$ cat src/rtl/palette_lookup.sv
// palette_lookup: thermal pixel to RGB palette colour stream.
//
// Each accepted pixel is windowed (floor active_min, right shift active_shift),
// saturated to a ROM index and sent to an external synchronous palette ROM.
// The ROM colour and the sof/eol tags are collected in a 4-entry output FIFO.
// Credit-based in_ready keeps the FIFO from overflowing, so the pipeline never stalls.
//
// Ports
//   clk, rst_n                      clock, synchronous active-low reset
//   in_valid/in_ready/in_data       upstream pixel stream (handshake)
//   in_sof/in_eol                   frame / line tags of the input beat
//   cfg_min, cfg_shift              window floor and scale, loaded on sof beats
//   rom_addr                        registered palette ROM address
//   rom_data                        ROM colour, valid one clock after rom_addr
//   out_valid/out_ready/out_data    downstream colour stream (handshake)
//   out_sof/out_eol                 tags aligned with out_data
module palette_lookup #(
    parameter int IN_W    = 16,
    parameter int IDX_W   = 8,
    parameter int COLOR_W = 12
) (
    input  logic               clk,
    input  logic               rst_n,
    input  logic               in_valid,
    output logic               in_ready,
    input  logic [IN_W-1:0]    in_data,
    input  logic               in_sof,
    input  logic               in_eol,
    input  logic [IN_W-1:0]    cfg_min,
    input  logic [3:0]         cfg_shift,
    output logic [IDX_W-1:0]   rom_addr,
    input  logic [COLOR_W-1:0] rom_data,
    output logic               out_valid,
    input  logic               out_ready,
    output logic [COLOR_W-1:0] out_data,
    output logic               out_sof,
    output logic               out_eol
);

    localparam logic [IN_W-1:0] IDX_MAX = IN_W'((2 ** IDX_W) - 1);
    localparam int              ENTRY_W = COLOR_W + 2;

    // Window, scale and saturate a raw pixel into a palette index.
    function automatic logic [IDX_W-1:0] sat_index(input logic [IN_W-1:0] pix,
                                                   input logic [IN_W-1:0] mn,
                                                   input logic [3:0]      sh);
        logic [IN_W-1:0] diff;
        logic [IN_W-1:0] scaled;
        logic [IDX_W-1:0] idx;
        diff   = pix - mn;
        scaled = diff >> sh;
        if (pix <= mn)
            idx = '0;
        else if (scaled > IDX_MAX)
            idx = '1;
        else
            idx = scaled[IDX_W-1:0];
        return idx;
    endfunction

    logic [IN_W-1:0]    active_min_q, active_min_d;
    logic [3:0]         active_shift_q, active_shift_d;
    logic [IDX_W-1:0]   rom_addr_q, rom_addr_d;
    logic               vld_p0_q, vld_p0_d, vld_p1_q, vld_p1_d;
    logic               sof_p0_q, sof_p0_d, eol_p0_q, eol_p0_d;
    logic               sof_p1_q, sof_p1_d, eol_p1_q, eol_p1_d;
    logic [1:0]         wr_ptr_q, wr_ptr_d, rd_ptr_q, rd_ptr_d;
    logic [2:0]         count_q, count_d;
    logic [ENTRY_W-1:0] mem_q [4];
    logic [ENTRY_W-1:0] mem_wr_d;
    logic [ENTRY_W-1:0] head;

    logic              accept, push, pop;
    logic [2:0]        inflight;
    logic [IN_W-1:0]   eff_min;
    logic [3:0]        eff_shift;

    always_comb begin
        inflight  = {2'b00, vld_p0_q} + {2'b00, vld_p1_q};
        in_ready  = (count_q + inflight) < 3'd4;
        accept    = in_valid && in_ready;

        // An sof beat uses the freshly supplied configuration itself.
        eff_min   = in_sof ? cfg_min   : active_min_q;
        eff_shift = in_sof ? cfg_shift : active_shift_q;

        active_min_d   = active_min_q;
        active_shift_d = active_shift_q;
        if (accept && in_sof) begin
            active_min_d   = cfg_min;
            active_shift_d = cfg_shift;
        end

        // Stage p0: index registered into rom_addr, ROM read under way
        rom_addr_d = accept ? sat_index(in_data, eff_min, eff_shift) : rom_addr_q;
        vld_p0_d   = accept;
        sof_p0_d   = in_sof;
        eol_p0_d   = in_eol;

        // Stage p1: rom_data valid, pushed into the FIFO on the next edge
        vld_p1_d   = vld_p0_q;
        sof_p1_d   = sof_p0_q;
        eol_p1_d   = eol_p0_q;

        push     = vld_p1_q;
        pop      = (count_q != 3'd0) && out_ready;
        mem_wr_d = {sof_p1_q, eol_p1_q, rom_data};
        wr_ptr_d = push ? wr_ptr_q + 2'd1 : wr_ptr_q;
        rd_ptr_d = pop  ? rd_ptr_q + 2'd1 : rd_ptr_q;
        count_d  = count_q + {2'b00, push} - {2'b00, pop};

        head      = mem_q[rd_ptr_q];
        out_valid = (count_q != 3'd0);
        // Gate the head so the outputs read zero whenever the FIFO is empty.
        out_data  = out_valid ? head[COLOR_W-1:0] : '0;
        out_sof   = out_valid && head[ENTRY_W-1];
        out_eol   = out_valid && head[ENTRY_W-2];
        rom_addr  = rom_addr_q;
    end

    always_ff @(posedge clk) begin
        if (!rst_n) begin
            active_min_q   <= '0;
            active_shift_q <= '0;
            rom_addr_q     <= '0;
            vld_p0_q       <= 1'b0;
            vld_p1_q       <= 1'b0;
            wr_ptr_q       <= '0;
            rd_ptr_q       <= '0;
            count_q        <= '0;
        end else begin
            active_min_q   <= active_min_d;
            active_shift_q <= active_shift_d;
            rom_addr_q     <= rom_addr_d;
            vld_p0_q       <= vld_p0_d;
            vld_p1_q       <= vld_p1_d;
            wr_ptr_q       <= wr_ptr_d;
            rd_ptr_q       <= rd_ptr_d;
            count_q        <= count_d;
        end
    end

    always_ff @(posedge clk) begin
        sof_p0_q <= sof_p0_d;
        eol_p0_q <= eol_p0_d;
        sof_p1_q <= sof_p1_d;
        eol_p1_q <= eol_p1_d;
        if (push)
            mem_q[wr_ptr_q] <= mem_wr_d;
    end

endmodule

$ cat config.mk
export PLATFORM = sky130hd
export DESIGN_NAME = palette_lookup
export DESIGN_NICKNAME = d
export VERILOG_FILES = /design/src/rtl/palette_lookup.sv
export SDC_FILE = /design/constraint.sdc
export NUM_CORES = 1
export LEC_CHECK = 0
export ABC_CLOCK_PERIOD_IN_PS = 5400
export BUFFER_PORTS_ARGS = -buffer_cell sky130_fd_sc_hd__buf_2
export CORE_MARGIN = 2
export CORE_UTILIZATION = 37
export CTS_CLUSTER_SIZE = 24
export DETAILED_ROUTE_END_ITERATION = 10
export PLACE_DENSITY = 0.58
export SYNTH_ARGS = -nofsm -noshare
export SYNTH_HDL_FRONTEND = slang
export SYNTH_SLANG_ARGS = --single-unit
$ cat constraint.sdc
create_clock -name clk -period 5.4 [get_ports clk]
set_input_delay 0 -clock clk [delete_from_list [all_inputs] [get_ports clk]]
set_output_delay 0 -clock clk [all_outputs]
set_load 0.02 [all_outputs]
==> flow_summary.ini, run 1 <==
[timing]
fmax_mhz = 265
period_share = 0.700
hold_viol_final = 0
tightest_slew_ns = 1.16
tns_ns = 0
period_minus_slack_ns = 3.78
maxSlewHeadroom = 0.227
rsz0062_at_grt = no
finalClockSkew_ns = 0.00933
maxSlewViolCount = 0
holdWs_ns = 0.0138
setup_viol = 0

[worst_setup_path]
crit_type = flop to flop
path_cells = mux2_2 -> ha_1 -> fa_1 -> nand2b_1 -> a21oi_2 -> o211a_2 -> a2bb2oi_1 -> nor3_1 -> or3_4 -> o41a_1 -> or2_1 -> o311a_1
crit_path_end_kind = flop
critPathMaxFanout = 3
start_kind = flop
critPathMaxStageDelay_ns = 0.45
cpMaxStageDelayCell = o41a_1
cp_data_arrival_time_ns = 4.02
worst_ep_required_time_ns = 5.64

[outcome]
status = complete, no violations

[die]
ios = 78
die_height_um = 128
dieArea_mm2 = 0.0164
core_area_mm2 = 0.0151
initial_core_util = 0.377
placementRows = 45
die_w_um = 128

[synth]
synth_top_cell_area_share = 0.296
ys.flop_type = edfxtp_1
yosysMostFrequentCell = nand2_1
ys_ff_latch = 99
postSynthAreaPerCell_um2 = 10.5
ys_types = 78
synth_edf_count = 56
synth_fp_nets = 621
synth_warnings = 0
synth_commonest_cells = nand2_1 (73), edfxtp_1 (56), dfxtp_1 (43), a21oi_1 (37), nor2_1 (28)
syn_area_mm2 = 0.00569
async_flop_share = 0
synthTopCellsByArea = edfxtp_1 (30%), dfxtp_1 (15%), mux4_2 (5.9%)
syn_inst = 541
seq_area_frac_synth = 0.447
yosysTopAreaCell = edfxtp_1

[layout]
final_cell_area_mm2 = 0.00683
fill_cells = 1430
antennaDiodeCount = 0
area_growth_pct = 20.1
nNetsFinal = 720
regArea_mm2 = 0.00254
final_core_util = 0.453
fin_cells = 833
multi_input_area_mm2 = 0.00295
drive_above_1_share = 0.216

[clocking]
cts_root_buffer = clkbuf_16
clk_path_buf_depth = 2
clk-insertion-delay-late_ns = 0.35
clk_pin_slew_ns = 0.07
cts_buffers = 9
cts_setup_buffers = 0
cts_tree = built
htreeDepth = 3
cts.sinks = 99

[detailed_routing]
drt_iter0_markers = 369
routedWlPerCell_um = 17.4
routed-via-count = 4549
routed_wl_um = 14500
drc = 0
vias_per_cell = 5.46
drt_first_pass_iters = 5
antenna_left = 0

[power]
p_clk_frac = 0.262
leakagePower_nw = 2.62
power_density_mw_per_mm2 = 355
vdd_drop_max_uv = 192
switchingPower_mw = 0.853
p_int_mw = 1.57
switching_share = 0.352
seqPwrFrac = 0.379
comb_power_share = 0.359

[place]
post-dp-hpwl_um = 10200
place_congestion = 0.872
io_buffers = 77
dp_cells = 783
dpl_cell_area_mm2 = 0.00620

[global_route]
grt_max_degree = 31
grt_use_total = 0.180
grt_pass1_vias = 4453
grt_pass1_wl_um = 22900
antenna_found_initial = 0
grt.overflow.total = 0

[worst_hold_path]
hold_path_class = input port to flop

[flow_run]
cap_violations = 0
==> cells in the final DEF, fill, tap and decap left out, types with 3 or more instances in the layout <==
cell           Yosys  layout
mux2i_1           26      26
ha_1              24      24
nor3_1            11      11
a21oi_2            5       5
mux4_2            15      15
nand3_1           10      10
a211oi_1          11      11
and3_1             3       3
dlygate4sd3_1      0      34
nand2_1           73      73
clkbuf_16          0      10
edfxtp_1          56      56
o21ai_0           15      15
inv_1             18      18
buf_4              1       3
and2_1            26      26
mux2_2             7       7
nor2_1            28      28
a21oi_1           37      37
nor4_1             3       3
dfxtp_1           43      43
o211ai_1           6       6
xnor2_1           11      11
buf_2              2      77
xor2_1             4       4
a21o_1             3       3
o21a_1             6       6
a31oi_1            5       5
nand4_1            5       5
a221o_1            5       5
==> stage by stage <==
step	worst slack, ns	total power, mW
final	1.62	2.42
after global routing	1.48	2.57
after CTS	1.63	2.45
after detailed placement	1.44	1.79
after global placement	1.50	1.78
after floorplan	1.46	1.55
==> sequential cells by signal, indices dropped and copies added, names as in the netlist, 2 cells and up, named ones only <==
register,count
mem_q,56
active_min_q,16
rom_addr,8
active_shift_q,4
count_q,3
rd_ptr_q,2
wr_ptr_q,2
==> critical path, delay by kind of cell (launching register included) <==
kind                     cells  cell delay, ns
multiplexers                 1            0.27
adder cells (fa/ha/maj)      2            0.59
AND/OR/NAND/NOR              4            0.98
flip-flops                   1            0.35
AO/OA/AOI/OAI                5            1.49
==> final timing paths <==
path,slack [ns],endpoint,startpoint,cells after the start
worst min-delay path,0.01,sof_p0_q,in_sof,1
worst max register to register,1.62,rom_addr[4],active_min_q[0],12
worst max-delay path,1.62,rom_addr[4],active_min_q[0],12
worst min register to register,0.34,eol_p1_q,eol_p0_q,0
==> area by class of cell <==
class | instances | area share
clock buffers | 12 | 0.0377
clock inverters | 4 | 0.00476
inverters | 18 | 0.00989
multi-input cells | 398 | 0.432
flip-flops and latches | 99 | 0.372
well taps | 188 | 0.0344
repair buffers | 114 | 0.110
==> metal layers <==
layer / vias to the layer above / track usage / part of all wire
met4: 0 / 0.0627 / 0.016
met3: 23 / 0.0255 / 0.031
met5: - / 0 / 0
met1: 2189 / 0.225 / 0.45
met2: 117 / 0.318 / 0.50
li1: 2220 / - / -
==> power by group through the flow <==
stage               Combinational, mW  Clock [mW]  Sequential [mW]
finish                          0.869       0.636            0.918
global route                    0.952       0.683            0.931
CTS                             0.872       0.653            0.921
detailed placement              0.848           0            0.938
global placement                0.847           0            0.936
floorplan                       0.643           0            0.909
==> cell families (layout without fill, tap and decap cells) <==
group,Yosys count,in the layout,share of synthesized area
and+or+nand+nor,179,179,0.152
AOI/OAI and AO/OA,129,129,0.162
DFF,99,99,0.447
muxes,49,49,0.121
buffers and inverters,44,148,0.0350
adders and majority gates,26,26,0.0598
xor gates and xnor gates,15,15,0.0231
==> timing repair <==
action | in CTS | in global routing
gates resized for setup | 0 | 0
hold endpoints to repair | 72 | 0
hold buffers | 34 | 0
Power figures use the tool's default switching activity.
==> run 2: changes to the inputs <==
ABC_CLOCK_PERIOD_IN_PS = 3100   (was 5400)
PLACE_DENSITY = 0.6   (was 0.58)
clock period = 3.1 ns   (was 5.4 ns; I/O delays follow)
==> run 2 against run 1 <==
The run now ends with setup timing left. Via count is 5.5% higher. Combinational power is 120% higher. Utilization is 5.4 points higher. Global-route usage is 0.37 points higher. Count of clock-buffer cells in the layout is 3 lower.
==> flow_summary.ini, run 2 (synthesized netlist as in run 1, its figures left out) <==
[outcome]
status = finished, violations left
violations = setup timing

[layout]
nNetsFinal = 795
largest_reg_flops = 56
mostFrequentLayoutCells = buf_2 (77), buf_4 (76), nand2_1 (73)
top_register = mem_q
antennaDiodeCount = 0
final_core_util = 0.507
final_cell_area_mm2 = 0.00765
drive_above_1_share = 0.336
fill_cells = 1366
area_growth_pct = 34.4
final_common_cell = buf_2

[clocking]
htreeDepth = 3
clk_path_buf_depth = 2
clk-insertion-delay-late_ns = 0.36
clk_pin_slew_ns = 0.08
cts_tree = built
cts_root_buffer = clkbuf_16
cts_buffers = 9
cts.sinks = 99

[place]
post-dp-hpwl_um = 10600
io_buffers = 77
place_congestion = 0.909
preCtsSetupSlack_ns = -0.223
dpl_cell_area_mm2 = 0.00678

[timing]
finalClockSkew_ns = 0.0146
maxSlewViolCount = 0
tightest_slew_ns = 0.776
fmax_mhz = 296
holdWs_ns = 0.0989
setup_viol = 8
period_minus_slack_ns = 3.38
rsz0062_at_grt = yes
hold_viol_final = 0
period_share = 1.09
maxSlewHeadroom = 0.483
setup_slack_ns = -0.282

[detailed_routing]
vias_per_cell = 5.29
routed_wl_um = 14700
antenna_left = 0
routed-via-count = 4799
routedWlPerCell_um = 16.2
drt_iter0_markers = 392
drt_first_pass_iters = 5
drc = 0

[worst_setup_path]
crit_path_end_kind = flop
path_cells = mux2_4 -> ha_4 -> fa_2 -> nand2b_4 -> a21oi_4 -> o211a_4 -> a2bb2oi_4 -> nor3_2 -> or3_4 -> o41a_1 -> or2_1 -> a221o_1
r2r_start = active_min_q[0]
start_kind = flop
cp-startpoint = active_min_q[0]
critPathMaxStageDelay_ns = 0.45
cpMaxStageDelayCell = o41a_1
crit_type = flop to flop
worst_ep_required_time_ns = 3.34
cp_data_arrival_time_ns = 3.62
critPathMaxFanout = 3

[die]
dieArea_mm2 = 0.0164
die_height_um = 128
die_w_um = 128
placementRows = 45
core_area_mm2 = 0.0151
initial_core_util = 0.377
ios = 78

[power]
vdd_drop_max_uv = 298
power_density_mw_per_mm2 = 607
leakagePower_nw = 3.08

[global_route]
grt.overflow.total = 0
grt_pass1_vias = 4849
antenna_found_initial = 0
grt_use_total = 0.184
grt_pass1_wl_um = 23500
grt_max_degree = 21

[flow_run]
cap_violations = 0

[worst_hold_path]
hold_path_class = input port to flop
holdCritStartpoint = in_valid
[run 2: worst max-delay path: cells and delay by family (launching register included)]
kind / cells / cell delay [ns]
compound gates: 5 / 1.30
mux: 1 / 0.28
fa+ha+maj: 2 / 0.51
simple gates: 4 / 0.86
flops: 1 / 0.32
[run 2: layer usage]
| layer | routed length, um | vias to the layer above | GRT usage | share of wire |
|---|---|---|---|---|
| li1 | - | 2378 | - | - |
| met1 | 6150 | 2289 | 0.209 | 0.42 |
| met2 | 7760 | 114 | 0.344 | 0.53 |
| met3 | 522 | 18 | 0.0275 | 0.035 |
| met4 | 282 | 0 | 0.0730 | 0.019 |
| met5 | 0 | - | 0 | 0 |
[run 2: through the flow]
| stage | power [mW] | setup TNS [ns] | std cells |
|---|---|---|---|
| finish | 4.64 | -1.45 | 908 |
| global route | 4.91 | -2.34 | 908 |
| CTS | 4.60 | -0.591 | 903 |
| detailed placement | 3.31 | -0.946 | 851 |
| global placement | 3.29 | -0.611 | 851 |
| floorplan | 2.72 | -0.147 | 541 |
[run 2: power breakdown]
part / switching (mW) / total (mW) / internal [mW] / leakage (nW)
Clock: 0.562 / 1.22 / 0.657 / 0.160
Combinational: 0.989 / 1.87 / 0.881 / 2.06
Sequential: 0.0672 / 1.55 / 1.48 / 0.859
[run 2: what timing repair did]
action | CTS | global route
endpoints found under the setup margin | 8 | 8
endpoints found under the hold margin | 72 | 0
buffers inserted | 2 | 6
resized for setup | 10 | 21
pin swaps | 2 | 27
hold buffers | 34 | 0
[run 2: cell type report]
class	instances	area [um2]	area share
clock buffer	9	225	0.0295
multi-input combinational	398	3150	0.411
timing repair buffer	189	1330	0.174
sequential	99	2540	0.333
clock inverter	7	100	0.0131
tap	188	235	0.0308
inverter	18	67.6	0.00884
[run 2: path summary, 6_finish.rpt]
kind	cells past startpoint	endpoint	slack (ns)
worst min-delay path	3	vld_p0_q	0.1
worst max register to register	12	rom_addr[7]	-0.28
worst min register to register	0	sof_p1_q	0.33
worst max-delay path	12	rom_addr[7]	-0.28
==> run 3: changes to the inputs <==
SKIP_CTS_REPAIR_TIMING = 1   (was default)
==> run 3 against run 2 <==
The run still ends with setup timing left. Wire length about the same. Fmax down 0.46%. Cell area down 1.1%. Largest cell class unchanged. Largest power group unchanged.
==> flow_summary.ini, run 3 (synthesized netlist as in run 1, its figures left out) <==
[worst_hold_path]
hold_depth = 3
hold_path_class = input port to flop
holdCritStartpoint = in_valid
min_to = vld_p0_q

[timing]
finalClockSkew_ns = 0.0112
period_share = 1.10
setup_slack_ns = -0.297
maxSlewHeadroom = 0.483
tns_ns = -1.56
setup_viol = 8
fmax_mhz = 294
holdWs_ns = 0.0999
hold_viol_final = 0
rsz0062_at_grt = yes
period_minus_slack_ns = 3.40
maxSlewViolCount = 0
tightest_slew_ns = 0.776

[worst_setup_path]
crit_path_end_kind = flop
ff2ff_path_depth = 11
cpMaxStageDelayCell = o41a_1
r2r_start = active_min_q[0]
crit_type = flop to flop
path_cells = mux2_4 -> ha_4 -> nand3b_1 -> a211oi_4 -> o31ai_2 -> xor2_1 -> o22ai_2 -> or3_4 -> o41a_1 -> or2_1 -> a221o_1
reg2reg_slack_ns = -0.30
critPathMaxStageDelay_ns = 0.45
r2r-end = rom_addr[7]
critical-path-top-delay-family = compound AO/OA/AOI/OAI gates
start_kind = flop
cp_data_arrival_time_ns = 3.64
critPathMaxFanout = 5
worst-path-buf-inv = 0
worst_ep_required_time_ns = 3.34

[global_route]
grt_max_degree = 21
use_met1 = 0.205
use_met3 = 0.0275
grt_pass1_wl_um = 22700
use_met2 = 0.333
grt_use_total = 0.179
busiest_layer = met2
antenna_found_initial = 0
grt.overflow.total = 0
grt_pass1_vias = 4637

[place]
place_congestion = 0.909
preCtsSetupSlack_ns = -0.223
post-dp-hpwl_um = 10600
io_buffers = 77
dpl_cell_area_mm2 = 0.00678

[outcome]
status = finished, violations left
violations = setup timing

[detailed_routing]
routed_wl_um = 14700
routed-via-count = 4787
antenna_left = 0
drt_iter0_markers = 363
drc = 0
vias_per_cell = 5.29
routedWlPerCell_um = 16.3
drt_first_pass_iters = 5

[clocking]
cts_tree = built
cts_buffers = 9
clk_pin_slew_ns = 0.08
cts_root_buffer = clkbuf_16
cts.sinks = 99
clk-insertion-delay-late_ns = 0.36
clk_path_buf_depth = 2
htreeDepth = 3

[layout]
antennaDiodeCount = 0
multi_input_area_mm2 = 0.00309
drive_above_1_share = 0.321
fill_cells = 1370
final_common_cell = buf_2
mostFrequentLayoutCells = buf_2 (77), buf_4 (74), nand2_1 (73)
final_cell_area_mm2 = 0.00756
regArea_mm2 = 0.00254
nNetsFinal = 792
largest_reg_flops = 56
area_growth_pct = 32.9
top_register = mem_q

[die]
placementRows = 45
die_height_um = 128
initial_core_util = 0.377
dieArea_mm2 = 0.0164
die_w_um = 128
ios = 78
core_area_mm2 = 0.0151

[power]
vdd_drop_max_uv = 291
leakagePower_nw = 3.03
power_density_mw_per_mm2 = 608
p_total_mw = 4.60

[flow_run]
cap_violations = 0
==> run 3: cell types whose count changed in the layout (fill, tap and decap cells not counted), sizes merged <==
cell,delta
buf,-3
==> run 3: layout make-up <==
| class | instances | area share |
|---|---|---|
| timing repair buffer | 186 | 0.172 |
| clock inverter | 7 | 0.0132 |
| sequential | 99 | 0.336 |
| inverter | 18 | 0.00893 |
| multi-input combinational | 398 | 0.409 |
| clock buffer | 9 | 0.0298 |
| tap | 188 | 0.0311 |
==> run 3: per-stage QoR <==
stage,cells,utilization
after floorplan,541,-
after global placement,851,0.449
after detailed placement,851,0.449
after CTS,867,0.471
after global routing,905,0.501
final,905,0.501
==> run 3: worst register-to-register path, stage by stage (launching register included) <==
cell and delay (ns):
dfxtp_1 0.31, mux2_4 0.29, ha_4 0.17, nand3b_1 0.27, a211oi_4 0.38, o31ai_2 0.10, xor2_1 0.31, o22ai_2 0.12
or3_4 0.34, o41a_1 0.45, or2_1 0.25, a221o_1 0.29
==> run 3: how the worst max path moves through the flow <==
stage,startpoint,depth (start not counted),slack [ns],endpoint
floorplan,active_min_q[0],12,-0.08,rom_addr[7]
global placement,in_sof,14,-0.17,rom_addr[7]
detailed placement,in_sof,14,-0.22,rom_addr[7]
CTS,active_min_q[0],12,-0.23,rom_addr[7]
global route,active_min_q[0],11,-0.40,rom_addr[7]
finish,active_min_q[0],11,-0.30,rom_addr[7]
==> run 3: layer usage <==
metal | routed length, um | vias up
li1 | - | 2370
met1 | 6260 | 2267
met2 | 7770 | 127
met3 | 445 | 23
met4 | 241 | 0
met5 | 0 | -
==> run 3: power breakdown <==
group	total, mW	switching [mW]	internal, mW	leakage (nW)
Sequential	1.55	0.0671	1.48	0.858
Clock	1.22	0.558	0.657	0.160
Combinational	1.83	0.972	0.859	2.01
